**config.mk**
```make
export PLATFORM = sky130hd
export DESIGN_NAME = uart_frame_tx
export DESIGN_NICKNAME = d
export VERILOG_FILES = /design/src/rtl/uart_frame_tx.sv
export SDC_FILE = /design/constraint.sdc
export NUM_CORES = 1
export LEC_CHECK = 0
export CAP_MARGIN = 30
export CORE_MARGIN = 3
export CORE_UTILIZATION = 57
export CTS_CLUSTER_DIAMETER = 100
export DETAILED_ROUTE_END_ITERATION = 7
export MAX_ROUTING_LAYER = met4
export PLACE_DENSITY = 0.95
export SLEW_MARGIN = 20
export SYNTH_ARGS = -nofsm -noshare
export SYNTH_HDL_FRONTEND = slang
export SYNTH_SLANG_ARGS = --single-unit
```
**constraint.sdc**
```tcl
create_clock -name clk -period 5.5 [get_ports clk]
set_input_delay 1.375 -clock clk [delete_from_list [all_inputs] [get_ports clk]]
set_output_delay 1.375 -clock clk [all_outputs]
set_load 0.02 [all_outputs]
```
**src/rtl/uart_frame_tx.sv**
```systemverilog
// uart_frame_tx: serialises a whole FRAME_BYTES-wide frame as back-to-back 8N1-style characters.
// Optional macro UART_FRAME_CHECKSUM_EN appends an XOR-of-payload checksum character.
`default_nettype none

module uart_frame_tx #(
  parameter int CLOCK_FREQ     = 50000000,
  parameter int BAUD_RATE      = 9600,
  parameter int FRAME_BYTES    = 5,
  parameter int STOP_BITS      = 1,
  parameter int MSB_BYTE_FIRST = 0
) (
  input  logic                     clk,
  input  logic                     reset,
  input  logic [8*FRAME_BYTES-1:0] frame_data,
  input  logic                     frame_valid,
  output logic                     frame_ready,
  output logic                     tx,
  output logic                     busy,
  output logic                     byte_done,
  output logic                     frame_done
);

  localparam int CLKS_PER_BIT = CLOCK_FREQ / BAUD_RATE;
  localparam int FW           = 8 * FRAME_BYTES;
`ifdef UART_FRAME_CHECKSUM_EN
  localparam int NUM_CHARS    = FRAME_BYTES + 1;
`else
  localparam int NUM_CHARS    = FRAME_BYTES;
`endif
  localparam int BW           = (CLKS_PER_BIT > 1) ? $clog2(CLKS_PER_BIT) : 1;
  localparam int CW           = $clog2(FRAME_BYTES + 1);

  localparam logic [BW-1:0] BAUD_LAST = BW'(CLKS_PER_BIT - 1);
  localparam logic [2:0]    STOP_LAST = 3'(STOP_BITS - 1);
  localparam logic [CW-1:0] CHAR_LAST = CW'(NUM_CHARS - 1);

  localparam logic [1:0] S_IDLE  = 2'd0;
  localparam logic [1:0] S_START = 2'd1;
  localparam logic [1:0] S_DATA  = 2'd2;
  localparam logic [1:0] S_STOP  = 2'd3;

  logic [1:0]    state, state_next;
  logic [BW-1:0] baud_cnt;
  logic [2:0]    bit_cnt;
  logic [CW-1:0] char_cnt;
  logic [FW-1:0] shreg;
  logic [7:0]    payload_byte;
  logic [7:0]    cur_byte;
  logic          accept;
  logic          baud_last;
  logic          char_end;
  logic          last_char;

  assign accept    = frame_valid && frame_ready;
  assign baud_last = (baud_cnt == BAUD_LAST);
  assign char_end  = (state == S_STOP) && baud_last && (bit_cnt == STOP_LAST);
  assign last_char = (char_cnt == CHAR_LAST);

  generate
    if (MSB_BYTE_FIRST != 0) begin : g_msb_first
      assign payload_byte = shreg[FW-1 -: 8];
    end else begin : g_lsb_first
      assign payload_byte = shreg[7:0];
    end
  endgenerate

`ifdef UART_FRAME_CHECKSUM_EN
  logic [7:0] csum, csum_next;

  always_comb begin
    csum_next = '0;
    for (int i = 0; i < FRAME_BYTES; i++) begin
      csum_next = csum_next ^ frame_data[8*i +: 8];
    end
  end

  always_ff @(posedge clk) begin
    if (reset) begin
      csum <= '0;
    end else if (accept) begin
      csum <= csum_next;
    end
  end

  // The checksum character follows the last payload byte.
  assign cur_byte = (char_cnt == CW'(FRAME_BYTES)) ? csum : payload_byte;
`else
  assign cur_byte = payload_byte;
`endif

  always_ff @(posedge clk) begin
    if (reset) begin
      state <= S_IDLE;
    end else begin
      state <= state_next;
    end
  end

  always_comb begin
    state_next = state;
    case (state)
      S_IDLE:  if (accept) state_next = S_START;
      S_START: if (baud_last) state_next = S_DATA;
      S_DATA:  if (baud_last && bit_cnt == 3'd7) state_next = S_STOP;
      S_STOP:  if (char_end) state_next = last_char ? S_IDLE : S_START;
      default: state_next = S_IDLE;
    endcase
  end

  always_comb begin
    tx          = 1'b1;
    busy        = (state != S_IDLE) || frame_done;
    frame_ready = !busy;
    case (state)
      S_START: tx = 1'b0;
      S_DATA:  tx = cur_byte[bit_cnt];
      default: tx = 1'b1;
    endcase
  end

  // Counters restart on every state entry; bit_cnt doubles as the stop-bit counter.
  always_ff @(posedge clk) begin
    if (reset) begin
      baud_cnt   <= '0;
      bit_cnt    <= '0;
      char_cnt   <= '0;
      shreg      <= '0;
      byte_done  <= 1'b0;
      frame_done <= 1'b0;
    end else begin
      byte_done  <= char_end;
      frame_done <= char_end && last_char;

      if (state == S_IDLE || baud_last) begin
        baud_cnt <= '0;
      end else begin
        baud_cnt <= baud_cnt + BW'(1);
      end

      if (state == S_IDLE) begin
        bit_cnt <= '0;
      end else if (baud_last) begin
        bit_cnt <= (state_next != state) ? 3'd0 : bit_cnt + 3'd1;
      end

      if (char_end) begin
        char_cnt <= last_char ? '0 : char_cnt + CW'(1);
      end

      if (accept) begin
        shreg <= frame_data;
      end else if (char_end) begin
        if (MSB_BYTE_FIRST != 0) begin
          shreg <= shreg << 8;
        end else begin
          shreg <= shreg >> 8;
        end
      end
    end
  end

endmodule

`default_nettype wire
```
# == Yosys cells after proc, flatten, opt, wreduce, memory -nomap -nowiden ==
# Cells that the tools add are included.
# totals
ff_bits,63
inputBits,43
output_inout_bits,5
word_cells,45
# classes
add_sub_neg,3
n_lt_le_gt_ge,1
n_eq_ne,7
muxes,13
n_reduce_logical,14
# op_table
cell,count
$mux 40,2
$add 13x1->13 const B,1
$eq 13x13->1 const B,1
$mux 2,4
$pmux 2 s4,1
$add 3x1->3 const B,2
$eq 3x3->1 const B,2
$mux 3,2
$logic_and 1x1->1,5
$eq 2x2->1 const B,2
$lt 3x4->1 const B,1
$reduce_bool 2->1,2
$reduce_or 2->1,2
$bmux 1 s3,1
$logic_not 3->1,1
$eq 2x1->1 const B,1
$logic_not 2->1,1
$logic_or 1x1->1,2
$mux 1,2
$ne 2x2->1,1
$pmux 1 s2,1
$logic_not 1->1,1

# == Logic depth before layout (Yosys ltp) ==
# depth
depth_word,8
mapped_depth,9
depth_no_buf,6

# == Worst setup path after synthesis ==
# Ideal clock, no wire load.
# synth_path
kind,input port to flip-flop
startpoint,input frame_valid
endpoint,register state[0]
setup_time_ps,69
arrival_time_ps,2536
required_time_ps,5431
path_slack_ps,2896
stages,6
path_buffers,2
cell_sequence,or4b_2 clkbuf_1 clkbuf_1 a21oi_1 o31ai_1 o21ai_1
# synth_via
elab_chain_cells,3
# synth_rtl
item,line_no,source
"start, declared",15,"input logic frame_valid,"
$logic_and 1x1->1,54,assign accept = frame_valid && frame_ready;
$mux 2,102,S_IDLE: if (accept) state_next = S_START;
$pmux 2 s4,101,case (state)
"end signal, assigned",95,state <= state_next;
"end, declared",42,"logic [1:0] state, state_next;"
# No other way between the ends.
# A chain may end at the register's enable or synchronous reset.

# == Final worst setup path ==
# layout_path
startpoint,register bit_cnt[0]
endpoint,output tx
# layout_via
elab_chain_cells,3
# layout_rtl
item,line_no,source
"start, declared",44,logic [2:0] bit_cnt;
"start signal, assigned",143,bit_cnt <= (state_next != state) ? 3'd0 : bit_cnt + 3'd1;
$bmux 1 s3,116,S_DATA: tx = cur_byte[bit_cnt];
$mux 1 (implied by the code),116,
$pmux 1 s2,114,case (state)
"end, declared",17,"output logic tx,"
# No other way between the ends. The select of a mux whose other input is x is not followed.

==> results by group <==
Outcome
  – Status: complete, no violations

Power
  – Pwr/cell area: 291 mW/mm²
  – Clock network fraction of total power: 0.395
  – Sequential power share: 0.467
  – VDD IR-drop max: 0.000164 V
  – Net Sw Power: 0.267 mW
  – Static leakage: 1.28 nW
  – Comb pwr share: 0.138
  – Sw Ratio: 0.250
  – Internal: 0.800 mW

Route
  – 1st-pass router iterations: 5
  – Via count: 2700
  – WL per Instance: 17.8 µm
  – Final wirelength: 7.72 mm
  – Drt drc: 0
  – Antenna-violating nets left: 0
  – DR vias/cell: 6.21
  – Initial DRC Count: 279

Clock tree
  – Clk slew on worst S/H paths: 0.07 ns
  – CTS resizes: 0
  – Skew-Pair Late Insertion Delay: 0.34 ns
  – Number of buffers created by CTS: 9
  – Clk root buf: clkbuf_8
  – Clock sinks: 63
  – Post-CTS Hold Buffers: 0
  – H-Tree Depth: 3
  – TritonCTS clock tree: done
  – Postcts setup bufs: 0
  – CTS max path bufs: 2

Global routing
  – Initial antenna violation count: 0
  – Grt total ovfl: 0
  – Largest net degree at the start of global routing: 59
  – Vias in the first global route: 2623
  – GR Util All Layers: 0.268
  – First-pass GRT wire length: 12.5 mm

Placement
  – Setup WS pre-CTS: 2.09 ns
  – RePlAce Congestion: 0.897
  – Port Buf Inserts: 47
  – Dpl cell area: 0.00341 mm²
  – Placed wire-length estimate: 4.85 mm

Yosys
  – Yosys warns: 0
  – Synthesized Nets: 378
  – Mean Syn Cell Area: 9.21 µm²
  – Yosys cell types: 44
  – Synth Instances: 329
  – Post-synthesis sequential area ratio: 0.416
  – Mapped cell area: 0.00303 mm²
  – Synth Register Bits: 63

Timing
  – Period minus WS final: 3.43 ns
  – Fmax: 0.291 GHz
  – Worst Clk Skew: 0.00631 ns
  – Final hold vios: 0
  – Worst slew pin tran: 0.847 ns
  – Rel. slew slack: 0.435
  – Setup_tns: 0 ns
  – Final period util: 0.624
  – Setup-failing EPs final: 0
  – RSZ-0062 raised after global routing: false
  – Final Max Slew Viols: 0
  – Final setup margin: 2.07 ns

Floorplanning
  – Row count: 25
  – Die ar.: 0.00623 mm²
  – IO Pins: 48
  – Initial Util: 0.613
  – Core Area: 0.00494 mm²
  – Die Height: 78.9 µm
  – Die width: 78.9 µm

Worst hold path
  – Worst Hold Class: flop to flop

Critical path
  – Crit end category: primary output
  – CP startpoint kind: flop
  – Crit path required time: 4.12 ns
  – Arr. time, crit path: 2.06 ns
  – Critical path class: flop to primary output
  – Max FO, Critical Path: 4

Layout
  – Cell area after layout: 0.00367 mm²
  – Commonest non-fill, non-tap cells in the layout: 63 x dfxtp_1, 61 x nor2_1, 46 x clkdlybuf4s50_1
  – Syn-to-layout area delta: 21.0%
  – ANT cells: 0
  – Fraction of layout cells with a size suffix above 1: 0.139
  – Most common cell after layout, fill and taps aside: dfxtp_1
  – Fillcell total: 346
  – Nets: 412

Run
  – Max-cap viol count: 0
-- stage by stage --
step | cells | hold slack (ns) | util | total power [mW]
after floorplan | 329 | 0.426 | - | 0.598
after global placement | 417 | 0.444 | 0.690 | 0.639
after CTS | 433 | 0.473 | 0.732 | 1.06
after global routing | 435 | 0.491 | 0.742 | 1.10
after detailed placement | 417 | 0.464 | 0.690 | 0.646
final | 435 | 0.475 | 0.742 | 1.07
-- power by group through the flow --
stage	logic [mW]	clock network [mW]	registers, mW
after floorplan	0.0969	0	0.501
after global placement	0.134	0	0.505
after detailed placement	0.139	0	0.507
after CTS	0.141	0.423	0.498
after global routing	0.161	0.442	0.500
final	0.148	0.421	0.499
-- final cells by class --
class	count	area, µm²	area share
Clock inverter	3	40.0	0.0109
Inverter	5	18.8	0.00512
Tap cell	67	83.8	0.0229
Sequential cell	63	1260	0.344
Multi-Input combinational cell	233	1570	0.427
Timing Repair Buffer	51	528	0.144
Clock buffer	13	169	0.0461
-- flip-flops by register name (all words and copies together), names as in the netlist --
register,cells
frame_done,1
byte_done,1
baud_cnt,13
bit_cnt,3
shreg,40
char_cnt,3
state,2
-- worst paths after layout --
| path | slack [ns] | from | depth (start not counted) | to |
|---|---|---|---|---|
| min | 0.48 | shreg[37] | 2 | shreg[37] |
| max reg2reg | 3.19 | bit_cnt[0] | 6 | shreg[25] |
| max | 2.07 | bit_cnt[0] | 4 | tx |
| min reg2reg | 0.48 | shreg[37] | 2 | shreg[37] |
-- cells by family (layout without fill, tap and decap cells) --
group	after synthesis	in the layout	share of synthesized area
AOI/OAI and AO/OA	58	58	0.176
buffers and inverters	33	72	0.0677
adders and majority gates	6	6	0.0248
and+or+nand+nor	153	153	0.258
xor gates and xnor gates	11	11	0.0318
muxes	5	5	0.0256
DFF	63	63	0.416
-- worst max-delay path, cell delays in order (launching register included) --
cell and delay (ns):
dfxtp_1 0.41, mux4_2 0.53, mux2i_1 0.14, a21oi_1 0.09, clkdlybuf4s50_1 0.55
-- synthesized netlist by cell type, drive strengths merged --
library cell | count | area share
dfxtp | 63 | 0.42
nor2 | 61 | 0.076
nor3 | 30 | 0.050
a2111oi | 26 | 0.11
a21oi | 20 | 0.033
buf | 19 | 0.050
nand3 | 19 | 0.031
nand2 | 17 | 0.021
xor2 | 10 | 0.029
clkbuf | 9 | 0.011
a22oi | 6 | 0.015
ha | 6 | 0.025
inv | 5 | 0.0062
nand4 | 5 | 0.010
and2 | 3 | 0.0062
and4 | 3 | 0.0087
nand4bb | 3 | 0.018
nor4 | 3 | 0.011
a22o | 2 | 0.0058
mux2 | 2 | 0.0074
mux4 | 2 | 0.015
nor2b | 2 | 0.0041
o21ai | 2 | 0.0033
and4bb | 1 | 0.0041
mux2i | 1 | 0.0033
nand2b | 1 | 0.0021
nand4b | 1 | 0.0029
o21bai | 1 | 0.0025
o31ai | 1 | 0.0025
or2 | 1 | 0.0021
or3 | 1 | 0.0037
or4 | 1 | 0.0037
or4b | 1 | 0.0033
xnor2 | 1 | 0.0029
-- metal layers --
metal / GRT usage / part of all wire / vias to the layer above
met4: 0.163 / 0.037 / 0
met1: 0.332 / 0.42 / 1275
met5: - / 0 / -
li1: - / - / 1260
met3: 0.0533 / 0.065 / 33
met2: 0.406 / 0.48 / 132
Power figures use the tool's default switching activity.
